$ cat src/rtl/sync_fifo.sv
// Single-clock FIFO with registered read data and full/empty flags.
// Overflow writes and underflow reads are dropped without side effects.
module sync_fifo #(
    parameter int unsigned DATA_SIZE = 8,
    parameter int unsigned FIFO_SIZE = 16
) (
    input  logic                 clock,
    input  logic                 reset,
    input  logic                 data_inen,
    input  logic                 data_outen,
    input  logic [DATA_SIZE-1:0] data_in,
    output logic [DATA_SIZE-1:0] data_out,
    output logic                 fifo_empty,
    output logic                 fifo_full
);

    localparam int unsigned PtrW = $clog2(FIFO_SIZE);
    localparam int unsigned CntW = PtrW + 1;

    logic [DATA_SIZE-1:0] mem_q [FIFO_SIZE];
    logic [PtrW-1:0]      wr_ptr_q, wr_ptr_d;
    logic [PtrW-1:0]      rd_ptr_q, rd_ptr_d;
    logic [CntW-1:0]      count_q, count_d;
    logic [DATA_SIZE-1:0] data_out_q, data_out_d;
    logic                 wr_acc, rd_acc;

    assign fifo_empty = (count_q == '0);
    assign fifo_full  = (count_q == CntW'(FIFO_SIZE));
    assign data_out   = data_out_q;

    // Full gates the write even when a read frees a slot on the same edge.
    assign wr_acc = data_inen & ~fifo_full;
    assign rd_acc = data_outen & ~fifo_empty;

    always_comb begin
        wr_ptr_d   = wr_ptr_q;
        rd_ptr_d   = rd_ptr_q;
        count_d    = count_q;
        data_out_d = data_out_q;
        if (wr_acc) begin
            wr_ptr_d = wr_ptr_q + PtrW'(1);
        end
        if (rd_acc) begin
            rd_ptr_d   = rd_ptr_q + PtrW'(1);
            data_out_d = mem_q[rd_ptr_q];
        end
        unique case ({wr_acc, rd_acc})
            2'b10:   count_d = count_q + CntW'(1);
            2'b01:   count_d = count_q - CntW'(1);
            default: count_d = count_q;
        endcase
    end

    always_ff @(posedge clock or posedge reset) begin
        if (reset) begin
            wr_ptr_q   <= '0;
            rd_ptr_q   <= '0;
            count_q    <= '0;
            data_out_q <= '0;
        end else begin
            wr_ptr_q   <= wr_ptr_d;
            rd_ptr_q   <= rd_ptr_d;
            count_q    <= count_d;
            data_out_q <= data_out_d;
        end
    end

    // Storage is not reset; only written words are ever read.
    always_ff @(posedge clock) begin
        if (wr_acc) begin
            mem_q[wr_ptr_q] <= data_in;
        end
    end

endmodule

$ cat config.mk
export PLATFORM = sky130hd
export DESIGN_NAME = sync_fifo
export DESIGN_NICKNAME = d
export VERILOG_FILES = /design/src/rtl/sync_fifo.sv
export SDC_FILE = /design/constraint.sdc
export NUM_CORES = 1
export LEC_CHECK = 0
export BUFFER_PORTS_ARGS = -buffer_cell sky130_fd_sc_hd__buf_4
export CELL_PAD_IN_SITES_DETAIL_PLACEMENT = 0
export CELL_PAD_IN_SITES_GLOBAL_PLACEMENT = 1
export CORE_UTILIZATION = 50
export CTS_BUF_LIST = sky130_fd_sc_hd__clkbuf_2 sky130_fd_sc_hd__clkbuf_4 sky130_fd_sc_hd__clkbuf_8
export CTS_CLUSTER_DIAMETER = 200
export CTS_CLUSTER_SIZE = 24
export DETAILED_ROUTE_END_ITERATION = 8
export PLACE_DENSITY = 0.88
export SLEW_MARGIN = 30
export SYNTH_ARGS = -nofsm -noshare
export SYNTH_HDL_FRONTEND = slang
export SYNTH_SLANG_ARGS = --single-unit
$ cat constraint.sdc
create_clock -name clock -period 2.9 [get_ports clock]
set_input_delay 0.29 -clock clock [delete_from_list [all_inputs] [get_ports clock]]
set_output_delay 0.29 -clock clock [all_outputs]
set_load 0.03 [all_outputs]
==> impl_metrics.tcl <==
set metrics [dict create \
    die_x_um 111 \
    num-nets-final 381 \
    crit_slowest_cell "or3b_2" \
    async_flop_share 0.141 \
    clk_pin_slew_ns 0.08 \
    tns_ns 0 \
    synth_cells 317 \
    synthesis.area_um2 5940 \
    worstPathRequired_ns 3.24 \
    fmax_ghz 0.366 \
    hold_viol_final 11 \
    die_h_um 111 \
    fin_crit_ns 2.74 \
    setup_viol 0 \
    grt_pass1_vias 3035 \
    cp-startpoint "count_q[1]" \
    avgSynthCellArea_um2 18.7 \
    clk_latency_ns 0.45 \
    yosys_warnings 0 \
    status "finished with violations" \
    cts_hold_buf 0 \
    yosysSeqAreaShare 0.735 \
    startpoint_type "register" \
    placementRows 39 \
    final_antenna_net_count 0 \
    critical_path_class "reg -> reg" \
    start_util 0.516 \
    hp-class "in -> async" \
    path_cells "nor4_2 -> nand2_1 -> and2_1 -> inv_1 -> ha_4 -> inv_1 -> fa_1 -> nor2b_1 -> o21ai_1 -> nand3_1 -> or3b_2 -> xnor2_1" \
    slew_viol_final 0 \
    tightestPinTransition_ns 0.959 \
    cp_data_arrival_time_ns 3.07 \
    clock_skew_ns 0.0132 \
    regToRegStartpoint "count_q[1]" \
    track_usage 0.193 \
    cts_buffers 17 \
    antenna_cells 0 \
    fill_cells 820 \
    grt_overflow 0 \
    hold_slack_ns -0.00695 \
    dp.final_hpwl_mm 7.22 \
    antenna_found_initial 0 \
    cts_root_buf "clkbuf_8" \
    dr.pass1.iters 7 \
    layout-drive-gt1-share 0.296 \
    synth_enable_flop_cells 128 \
    drt-initial-drc-count 278 \
    final_util 0.586 \
    synth_top_cell_by_area "edfxtp_1" \
    leakage_nw 2.35 \
    grt_max_degree 22 \
    placeableCoreArea_um2 11500 \
    rsz0062_at_grt "false" \
    cpPeakStageDelay_ns 0.46 \
    cts_sinks 149 \
    h-tree-depth 4 \
    die_area_um2 12300 \
    finalWeightedCongestion 0.785 \
    num_vias 2944 \
    powerDensity_nw_per_um2 954 \
    clock_tree.buffer_depth 2 \
    grt_pass1_wl_mm 17.1 \
    synth-main-ff-cell "edfxtp_1" \
    post-route-drc-count 8 \
    crit_path_end_kind "register" \
    max_cap_viol_count 0 \
    io_buffers 21 \
    syn_to_final_growth_pct 13.5 \
    peakVddDrop_v 0.000388 \
    cpMostUsedCell "inv_1" \
    syn-num-nets 339 \
    wl_per_cell_um 20.7 \
    synth_area_leaders "edfxtp_1, mux4_2, dfrtp_1" \
    routed_via_density 5.73 \
    fin_crit_sh 0.943 \
    synth_top_cell_area_share 0.647 \
    synth_seq_cells 149 \
    slew_headroom 0.361 \
    postCtsSetupBuffers 0 \
    synth_cell_types 30 \
    critPathMaxFanout 4 \
    ios 22 \
    wl_mm 10.6 \
    cts_tree "yes" \
    violations "design-rule violations, negative hold slack" \
]
-- stage by stage --
| stage | area [µm²] | setup slack [ns] | cells | power (W) |
|---|---|---|---|---|
| floorplan | 5940 | 0.0382 | 317 | 0.00436 |
| global placement | 6350 | 0.0728 | 483 | 0.00493 |
| detailed placement | 6350 | 0.00543 | 483 | 0.00498 |
| CTS | 6710 | 0.0638 | 514 | 0.00646 |
| global route | 6740 | 0.0162 | 514 | 0.00676 |
| finish | 6740 | 0.164 | 514 | 0.00643 |
-- synth_stat cells (2+ instances only) --
| master | instances |
|---|---|
| xor2_1 | 2 |
| inv_1 | 10 |
| mux2i_1 | 8 |
| mux4_2 | 33 |
| clkbuf_1 | 6 |
| buf_1 | 2 |
| nand2b_1 | 3 |
| nor2_1 | 13 |
| buf_4 | 3 |
| ha_1 | 9 |
| o21ai_0 | 11 |
| nor3_1 | 4 |
| nand4_1 | 2 |
| edfxtp_1 | 128 |
| o221ai_1 | 7 |
| xnor2_1 | 8 |
| buf_2 | 5 |
| a21oi_1 | 2 |
| dfrtp_1 | 21 |
| nand2_1 | 30 |
-- state kept, by name (all words and copies together) (netlist names) --
register  flops
wr_ptr_q      4
count_q       5
data_out      8
rd_ptr_q      4
mem_q       128
-- worst max-delay path, delay by kind of cell, from the launching register on --
kind                     cells  cell delay (ns)
AND/OR/NAND/NOR              6             1.23
adder cells (fa/ha/maj)      2             0.56
flip-flops                   1             0.42
buffers and inverters        2             0.17
XOR/XNOR                     1             0.13
AO/OA/AOI/OAI                1             0.10
-- cells in the final DEF, fill, tap and decap left out, types with 2 or more instances in the layout --
master and instances:
a21oi_1 2, bufinv_16 2, xnor2_1 8, ha_4 2, nand4_1 2, buf_4 38
inv_1 10, ha_1 7, nand2b_1 3, dfrtp_1 20, clkinvlp_4 2, nor2_1 13
o21ai_0 10, xor2_1 2, o221ai_1 7, clkbuf_8 17, nand2_1 30, mux2i_1 8
clkinv_2 7, clkbuf_4 2, nor3_1 4, edfxtp_1 128, mux4_2 33
-- timing repair --
| item | CTS | global route |
|---|---|---|
| endpoints found under the setup margin | 1 | 1 |
| pin swaps | 0 | 1 |
| gates resized for setup | 1 | 4 |
| cloned | 0 | 0 |
-- where the power goes --
part	switching, W	internal, W
clock	0.000728	0.000762
combinational	0.000977	0.000972
sequential	0.000327	0.00266
total	0.00203	0.00440
-- worst paths after layout --
| kind | endpoint | slack (ns) | depth (start not counted) |
|---|---|---|---|
| max | count_q[4] | 0.16 | 12 |
| min | data_out[4] | -0.007 | 2 |
| max reg2reg | count_q[4] | 0.16 | 12 |
| min reg2reg | data_out[2] | 0.49 | 2 |
| max in group asynchronous | rd_ptr_q[0] | 2.36 | 2 |
| min in group clock | mem_q[9][1] | 0.16 | 1 |
-- routing by layer --
| layer | GRT usage | wire (µm) |
|---|---|---|
| met1 | 0.257 | 4470 |
| met4 | 0.0575 | 96 |
| met3 | 0.0590 | 608 |
| met5 | 0 | 0 |
| met2 | 0.308 | 5460 |
-- kinds of logic (layout without fill, tap and decap cells) --
group	after synthesis	after routing	synth area share
simple gates	59	59	0.0442
mux	41	41	0.139
fa+ha+maj	10	10	0.0223
buf+inv	26	80	0.0194
compound gates	22	22	0.0253
flops	149	149	0.735
xor+xnor	10	10	0.0147
-- cell type report --
class	count	area, µm²	share of cell area
timing repair buffer	39	305	0.0453
clock buffer	19	249	0.0369
sequential	149	4370	0.648
inverter	10	37.5	0.00557
multi-input combinational	142	1490	0.221
tap	143	179	0.0265
clock inverter	12	114	0.0169
Note: power is estimated with default switching activity, not from simulation.
